## config.mk

```make
export PLATFORM = sky130hd
export DESIGN_NAME = rb_line_ctrl
export DESIGN_NICKNAME = d
export VERILOG_FILES = /design/src/rtl/rb_line_ctrl.sv
export SDC_FILE = /design/constraint.sdc
export NUM_CORES = 1
export LEC_CHECK = 0
export BUFFER_PORTS_ARGS = -buffer_cell sky130_fd_sc_hd__buf_2
export CORE_ASPECT_RATIO = 1.25
export CORE_MARGIN = 2
export CORE_UTILIZATION = 30
export CTS_BUF_LIST = sky130_fd_sc_hd__clkbuf_16
export DETAILED_ROUTE_END_ITERATION = 8
export SYNTH_ARGS = -nofsm -noshare
export SYNTH_HDL_FRONTEND = slang
export SYNTH_SLANG_ARGS = --single-unit
```

## constraint.sdc

```tcl
create_clock -name clk -period 4.3 [get_ports clk]
set_input_delay 0.43 -clock clk [delete_from_list [all_inputs] [get_ports clk]]
set_output_delay 0.43 -clock clk [all_outputs]
set_load 0.05 [all_outputs]
```

## src/rtl/rb_line_ctrl.sv

```systemverilog
// Row-buffer sequencer: writes raster lines into rotating line BRAMs and issues shared-address
// reads of the stored lines once KERNEL-1 lines are buffered. Optional err output under RB_ERR_EN.
module rb_line_ctrl #(
    parameter int BRAMS       = 4,
    parameter int SEL_W       = 2,
    parameter int ADDR_W      = 9,
    parameter int DATA_W      = 32,
    parameter int LINE_WORDS  = 512,
    parameter int FRAME_LINES = 480,
    parameter int KERNEL      = 3
) (
    input  logic              clk,
    input  logic              rst_n,
    input  logic              start,
    input  logic              s_valid,
    output logic              s_ready,
    input  logic [DATA_W-1:0] s_data,
    output logic              bram_w_en,
    output logic [SEL_W-1:0]  bram_w_sel,
    output logic [ADDR_W-1:0] bram_w_addr,
    output logic [DATA_W-1:0] bram_w_data,
    output logic              bram_r_en,
    output logic [ADDR_W-1:0] bram_r_addr,
    output logic              win_valid,
    output logic [DATA_W-1:0] win_live,
    output logic [SEL_W-1:0]  win_top_sel,
    output logic              busy,
    output logic              frame_done
`ifdef RB_ERR_EN
    ,
    output logic              err
`endif
);

    localparam int LINE_W = (FRAME_LINES > 2) ? $clog2(FRAME_LINES) : 1;
    localparam int OFF    = KERNEL - 1;

    typedef enum logic [1:0] {IDLE, FILL, STREAM, DONE} state_t;

    state_t              state_reg, state_next;
    logic [ADDR_W-1:0]   col_reg, col_next;
    logic [LINE_W-1:0]   line_reg, line_next;
    logic [SEL_W-1:0]    w_sel_reg, w_sel_next;
    logic                win_valid_reg;
    logic [DATA_W-1:0]   win_live_reg;
    logic [SEL_W-1:0]    win_top_sel_reg;
    logic [SEL_W-1:0]    top_sel_next;
    logic                accept;
    logic                last_col;

    assign busy        = (state_reg == FILL) || (state_reg == STREAM);
    assign s_ready     = busy;
    assign frame_done  = (state_reg == DONE);
    assign accept      = s_valid && busy;
    assign last_col    = (col_reg == ADDR_W'(LINE_WORDS - 1));

    assign bram_w_en   = accept;
    assign bram_w_sel  = w_sel_reg;
    assign bram_w_addr = col_reg;
    assign bram_w_data = s_data;
    // Read shares the write column; the line being written is never one being read.
    assign bram_r_en   = accept && (state_reg == STREAM);
    assign bram_r_addr = col_reg;

    assign win_valid   = win_valid_reg;
    assign win_live    = win_live_reg;
    assign win_top_sel = win_top_sel_reg;

    // Oldest window line sits KERNEL-1 BRAMs behind the one being written, modulo BRAMS.
    always_comb begin
        if (int'(w_sel_reg) >= OFF)
            top_sel_next = SEL_W'(int'(w_sel_reg) - OFF);
        else
            top_sel_next = SEL_W'(int'(w_sel_reg) + BRAMS - OFF);
    end

    always_comb begin
        state_next = state_reg;
        col_next   = col_reg;
        line_next  = line_reg;
        w_sel_next = w_sel_reg;
        case (state_reg)
            IDLE: begin
                if (start) begin
                    state_next = FILL;
                    col_next   = '0;
                    line_next  = '0;
                    w_sel_next = '0;
                end
            end
            FILL, STREAM: begin
                if (accept) begin
                    if (last_col) begin
                        col_next   = '0;
                        line_next  = line_reg + 1'b1;
                        w_sel_next = (w_sel_reg == SEL_W'(BRAMS - 1)) ? '0 : w_sel_reg + 1'b1;
                        if (state_reg == FILL && line_reg == LINE_W'(KERNEL - 2))
                            state_next = STREAM;
                        if (state_reg == STREAM && line_reg == LINE_W'(FRAME_LINES - 1))
                            state_next = DONE;
                    end else begin
                        col_next = col_reg + 1'b1;
                    end
                end
            end
            DONE: begin
                state_next = IDLE;
                col_next   = '0;
                line_next  = '0;
                w_sel_next = '0;
            end
            default: state_next = IDLE;
        endcase
    end

    always_ff @(posedge clk or negedge rst_n) begin
        if (!rst_n) begin
            state_reg <= IDLE;
            col_reg   <= '0;
            line_reg  <= '0;
            w_sel_reg <= '0;
        end else begin
            state_reg <= state_next;
            col_reg   <= col_next;
            line_reg  <= line_next;
            w_sel_reg <= w_sel_next;
        end
    end

    always_ff @(posedge clk or negedge rst_n) begin
        if (!rst_n) begin
            win_valid_reg   <= 1'b0;
            win_live_reg    <= '0;
            win_top_sel_reg <= '0;
        end else begin
            win_valid_reg <= bram_r_en;
            if (bram_r_en) begin
                win_live_reg    <= s_data;
                win_top_sel_reg <= top_sel_next;
            end
        end
    end

`ifdef RB_ERR_EN
    always_ff @(posedge clk or negedge rst_n) begin
        if (!rst_n)
            err <= 1'b0;
        else if (state_reg == IDLE && start)
            err <= 1'b0;
        else if ((start && busy) || (s_valid && state_reg == IDLE))
            err <= 1'b1;
    end
`endif

endmodule
```

; Yosys cells after proc, flatten, opt, wreduce, memory -nomap -nowiden
; Cells that the tools add are included.
[word_totals]
register_bits = 57
input_bits = 36
[classes]
n_addsub = 6
n_lt_le_gt_ge = 1
n_eq_ne = 11
muxes = 19
reduce_logical = 10
[op_table]
columns = operator, count
row1 = 9-bit one-hot mux with 3 select lines, 2
row2 = 9-bit two-way mux, 5
row3 = 2-bit two-way mux, 10
row4 = "9-bit by 1-bit adder with 9-bit output, second input constant", 2
row5 = "9-bit equality test, second input constant", 2
row6 = 2-bit one-hot mux with 3 select lines, 2
row7 = "9-bit by 1-bit equality test with 1-bit output, second input constant", 1
row8 = "2-bit equality test, second input constant", 3
row9 = "2-bit inequality test, second input constant", 3
row10 = "2-bit by 1-bit adder with 2-bit output, second input constant", 2
row11 = 1-bit logical AND, 4
row12 = 4-bit AND reduction, 1
row13 = "2-bit subtractor, second input constant", 2
row14 = "3-bit inequality test, second input constant", 1
row15 = 3-bit AND reduction, 1
row16 = "2-bit by 1-bit equality test with 1-bit output, second input constant", 1
row17 = "2-bit greater-or-equal comparator, second input constant", 1
row18 = 2-bit zero test, 1
row19 = 2-bit AND reduction, 1
row20 = 2-bit OR reduction, 1
row21 = 1-bit logical OR, 1

; Logic depth before layout (Yosys ltp)
[logic_depth]
depth_word = 7
mapped_depth = 10
mapped_depth_nobuf = 8

; Worst setup path after synthesis
; OpenSTA, ideal clock, no wires.
[synth_path]
kind = register -> output
startpoint = register state_reg[0]
endpoint = output port bram_r_en
t_arrival_ns = 2.366
required_ns = 3.870
slack_ns = 1.504
path_stages_with_launch = 7
cell_sequence = dfrtp_1 -> inv_1 -> ha_1 -> and2_1 -> nand2_2 -> buf_2 -> inv_1
[synth_between]
elab_chain_len = 4
[synth_rtl]
columns = element, line
row1 = "start, declared", 40  ; state_t state_reg, state_next;
row2 = "start signal, assigned", 123  ; state_reg <= state_next;
row3 = 2-bit by 1-bit equality test with 1-bit output or 2-bit equality test (tied branches), 51  ; assign busy = (state_reg == FILL) || (state_reg == STREAM);
row4 = 1-bit logical OR (*), 51
row5 = via busy, 27  ; output logic busy,
row6 = 1-bit logical AND (*), 54  ; assign accept = s_valid && busy;
row7 = via bram_w_en, 18  ; output logic bram_w_en,
row8 = 1-bit logical AND (*), 62  ; assign bram_r_en = accept && (state_reg == STREAM);
row9 = "end, declared", 22  ; output logic bram_r_en,
; Mark *: on every way through the listed nets, which the timed path passes. The rest lies on a longest branch.

; Final worst setup path
[layout_path]
startpoint = register state_reg[0]
endpoint = output port bram_r_en
[layout_between]
elab_chain_len = 4
[layout_rtl]
columns = element, line
row1 = 2-bit by 1-bit equality test with 1-bit output or 2-bit equality test (tied branches), "51, 62"
row2 = 1-bit logical OR, 51
row3 = 1-bit logical AND, 54
row4 = 1-bit logical AND (*), 62
; Every way passes the cells marked *; elsewhere a longest branch is shown, timed or not.

==> qor.csv <==
metric,value,unit
outcome,finished clean,
reg2reg setup slack,1.68,ns
"Min Clock Period, post-route",2.70,ns
DRT antenna net count,0,
TritonCTS buffer count,9,
GRT Total Usage,11.7,%
Design Power,0.00178,W
via count,2172,
period utilization,62.7,%
Crit. Startpoint,state_reg[0],
RSZ-0062 raised after global routing,false,
Power Density,483,nW/um^2
crit path max fanout,24,
nets,395,
Syn Std Cell Area,2940,sq um
leading area contributor after synthesis,dfrtp_1,
fmax,371,MHz
share of the synthesized area in the top cell type,48.5,%
# resized after CTS,0,
initial antenna violation count,0,
max reg flops,32,
R2R cell count,6,
# setup viols final,0,
Clock Path Buffers,2,
Setup TNS,0,ns
Worst Path Required,3.87,ns
total gr overflow,0,
FF-to-FF End,line_reg[2],
clk root buf,clkbuf_16,
"most used cell, CP",inv_1,
Starting Density,30.8,%
total iterations of the first detailed-routing run,4,
final core occ,38.5,%
die area,10600,sq um
synth top area cells,"dfrtp_1, mux2_2, buf_4, ha_1, nand2_1",
worst skew pair latency,0.32,ns
CTS tree,built,
Reg-to-Reg Start,state_reg[0],
Mapped Nets,309,
post-synth cell types,39,
LEAKAGE,2.03,nW
row count,40,
Hold Path Class,in2async,
CP Capture Type,primary output,
mean post-synth cell area,11.2,sq um
area delta synth->final,25.1,%
"commonest non-fill, non-tap cells in the layout","buf_2, dfrtp_1, mux2_2, nand2_1, nor2_1",
drt via density,4.53,
drt initial violations,71,
CP Cell Sequence,inv_1 -> ha_1 -> and2_1 -> nand2_2 -> inv_1 -> buf_2,
Worst Max-Slew Pin Slew,0.772,ns
synth warn,0,
overall routed net length,5.98,mm
DP HPWL,4.30,mm
Die Ht,115,microns
Clock Sinks,57,
first-pass GRT wire length,9.58,mm
Max-slew headroom,48.4,%
critical path endpoint,bram_r_en,
Max-Cap Viols,0,
Avg WL per Cell,12.5,microns
CTS Hold Bufs,0,
core area,9560,sq um
ANT cells,0,
routability cong.,0.808,
fin. max-slew vios,0,
final hold viol count,0,
WS Path Type,reg2out,
DRC viols,0,
"most common cell after layout, fill and taps aside",buf_2,
"Reg clk slew, reported paths",0.05,ns
Crit-path slowest cell,ha_1,
crit-path max cell delay,0.73,ns
post-CTS setup buffers,0,
Yosys reg bits,57,
Mapped Cells,263,
number of port buffers,127,
worst vdd ir,0.373,mV
largest net degree at the start of global routing,58,
clk_skew,0.00559,ns
# IOs,128,
H-tree Lvls,3,
Worst Setup Start Kind,flop,
Die X-Extent,92.6,microns
WP data arrival,2.27,ns
vias in the first global route,1984,
"Seq/Total Area, Yosys",48.5,%
layout cell share with drive strength beyond 1,52.4,%
[critical path, delay by kind of cell, from the launching register on]
kind | cells | cell delay, ns
adder cells (fa/ha/maj) | 1 | 0.73
buffers and inverters | 3 | 0.42
flip-flops | 1 | 0.42
AND/OR/NAND/NOR | 2 | 0.38
[cell usage after synthesis]
cell type / instances
buf_2: 7
inv_1: 8
nand3b_1: 1
a21o_2: 1
a21oi_1: 1
buf_1: 1
o31ai_1: 1
nand2_1: 19
a21o_1: 1
a21oi_2: 1
clkbuf_1: 2
buf_4: 44
nor2b_1: 2
xnor2_1: 6
nand4_1: 5
a22o_2: 1
or4_4: 1
dfrtp_1: 57
mux2_2: 34
nand2b_1: 2
a22o_1: 4
o22ai_1: 1
nor4_2: 1
or2b_1: 1
o211ai_1: 4
a21boi_1: 1
ha_1: 10
o22a_1: 1
nor4_1: 6
nor3b_1: 2
buf_6: 1
nand2_2: 1
nand3_1: 6
nand4b_1: 3
or2_1: 1
o21ai_0: 7
nor3_1: 6
nor2_1: 11
and2_1: 1
[area by class of cell]
cell class / instances / area, sq um
clock buffer: 9 / 225
inverter: 8 / 30.0
multi-input combinational: 143 / 1100
clock inverter: 6 / 83.8
timing repair buffer: 130 / 658
tap: 126 / 158
sequential: 57 / 1430
fill: 978 / 5880
[how the worst min path moves through the flow]
stage,to,depth (start not counted)
2_1_floorplan,bram_r_addr[0],0
3_3_place_gp,win_top_sel[1],2
3_5_place_dp,win_top_sel[0],2
4_1_cts,win_top_sel[1],2
5_1_grt,win_top_sel[1],2
6_report,win_top_sel[1],2
[routing by layer]
metal	vias to the layer above	wire [microns]	track usage, %
li1	1038	-	-
met1	1039	2500	13.9
met2	87	2930	18.8
met3	8	448	3.82
met4	0	109	5.97
met5	-	0	0
[logic make-up (layout without fill, tap and decap cells)]
group	count (synthesis)	after routing	share of synthesized area, %
fa+ha+maj	10	10	4.26
buf+inv	63	153	14.2
compound gates	24	24	5.79
mux	34	34	13.0
xor+xnor	6	6	1.79
flops	57	57	48.5
simple gates	69	69	12.4
[through the flow]
stage | hold slack (ns) | cell area [sq um] | worst slack (ns) | instances
after global placement | 0.473 | 3370 | 1.84 | 464
after floorplan | 0.134 | 2940 | 1.50 | 263
final | 0.249 | 3680 | 1.60 | 479
after CTS | 0.285 | 3680 | 1.57 | 479
after global routing | 0.315 | 3680 | 1.40 | 479
after detailed placement | 0.474 | 3370 | 1.70 | 464
[report_power, final]
group	switching [W]	internal, W
combinational	0.000337	0.0000991
sequential	0.0000439	0.000566
clock	0.000230	0.000500
total	0.000611	0.00117
Note: power is estimated with default switching activity, not from simulation.
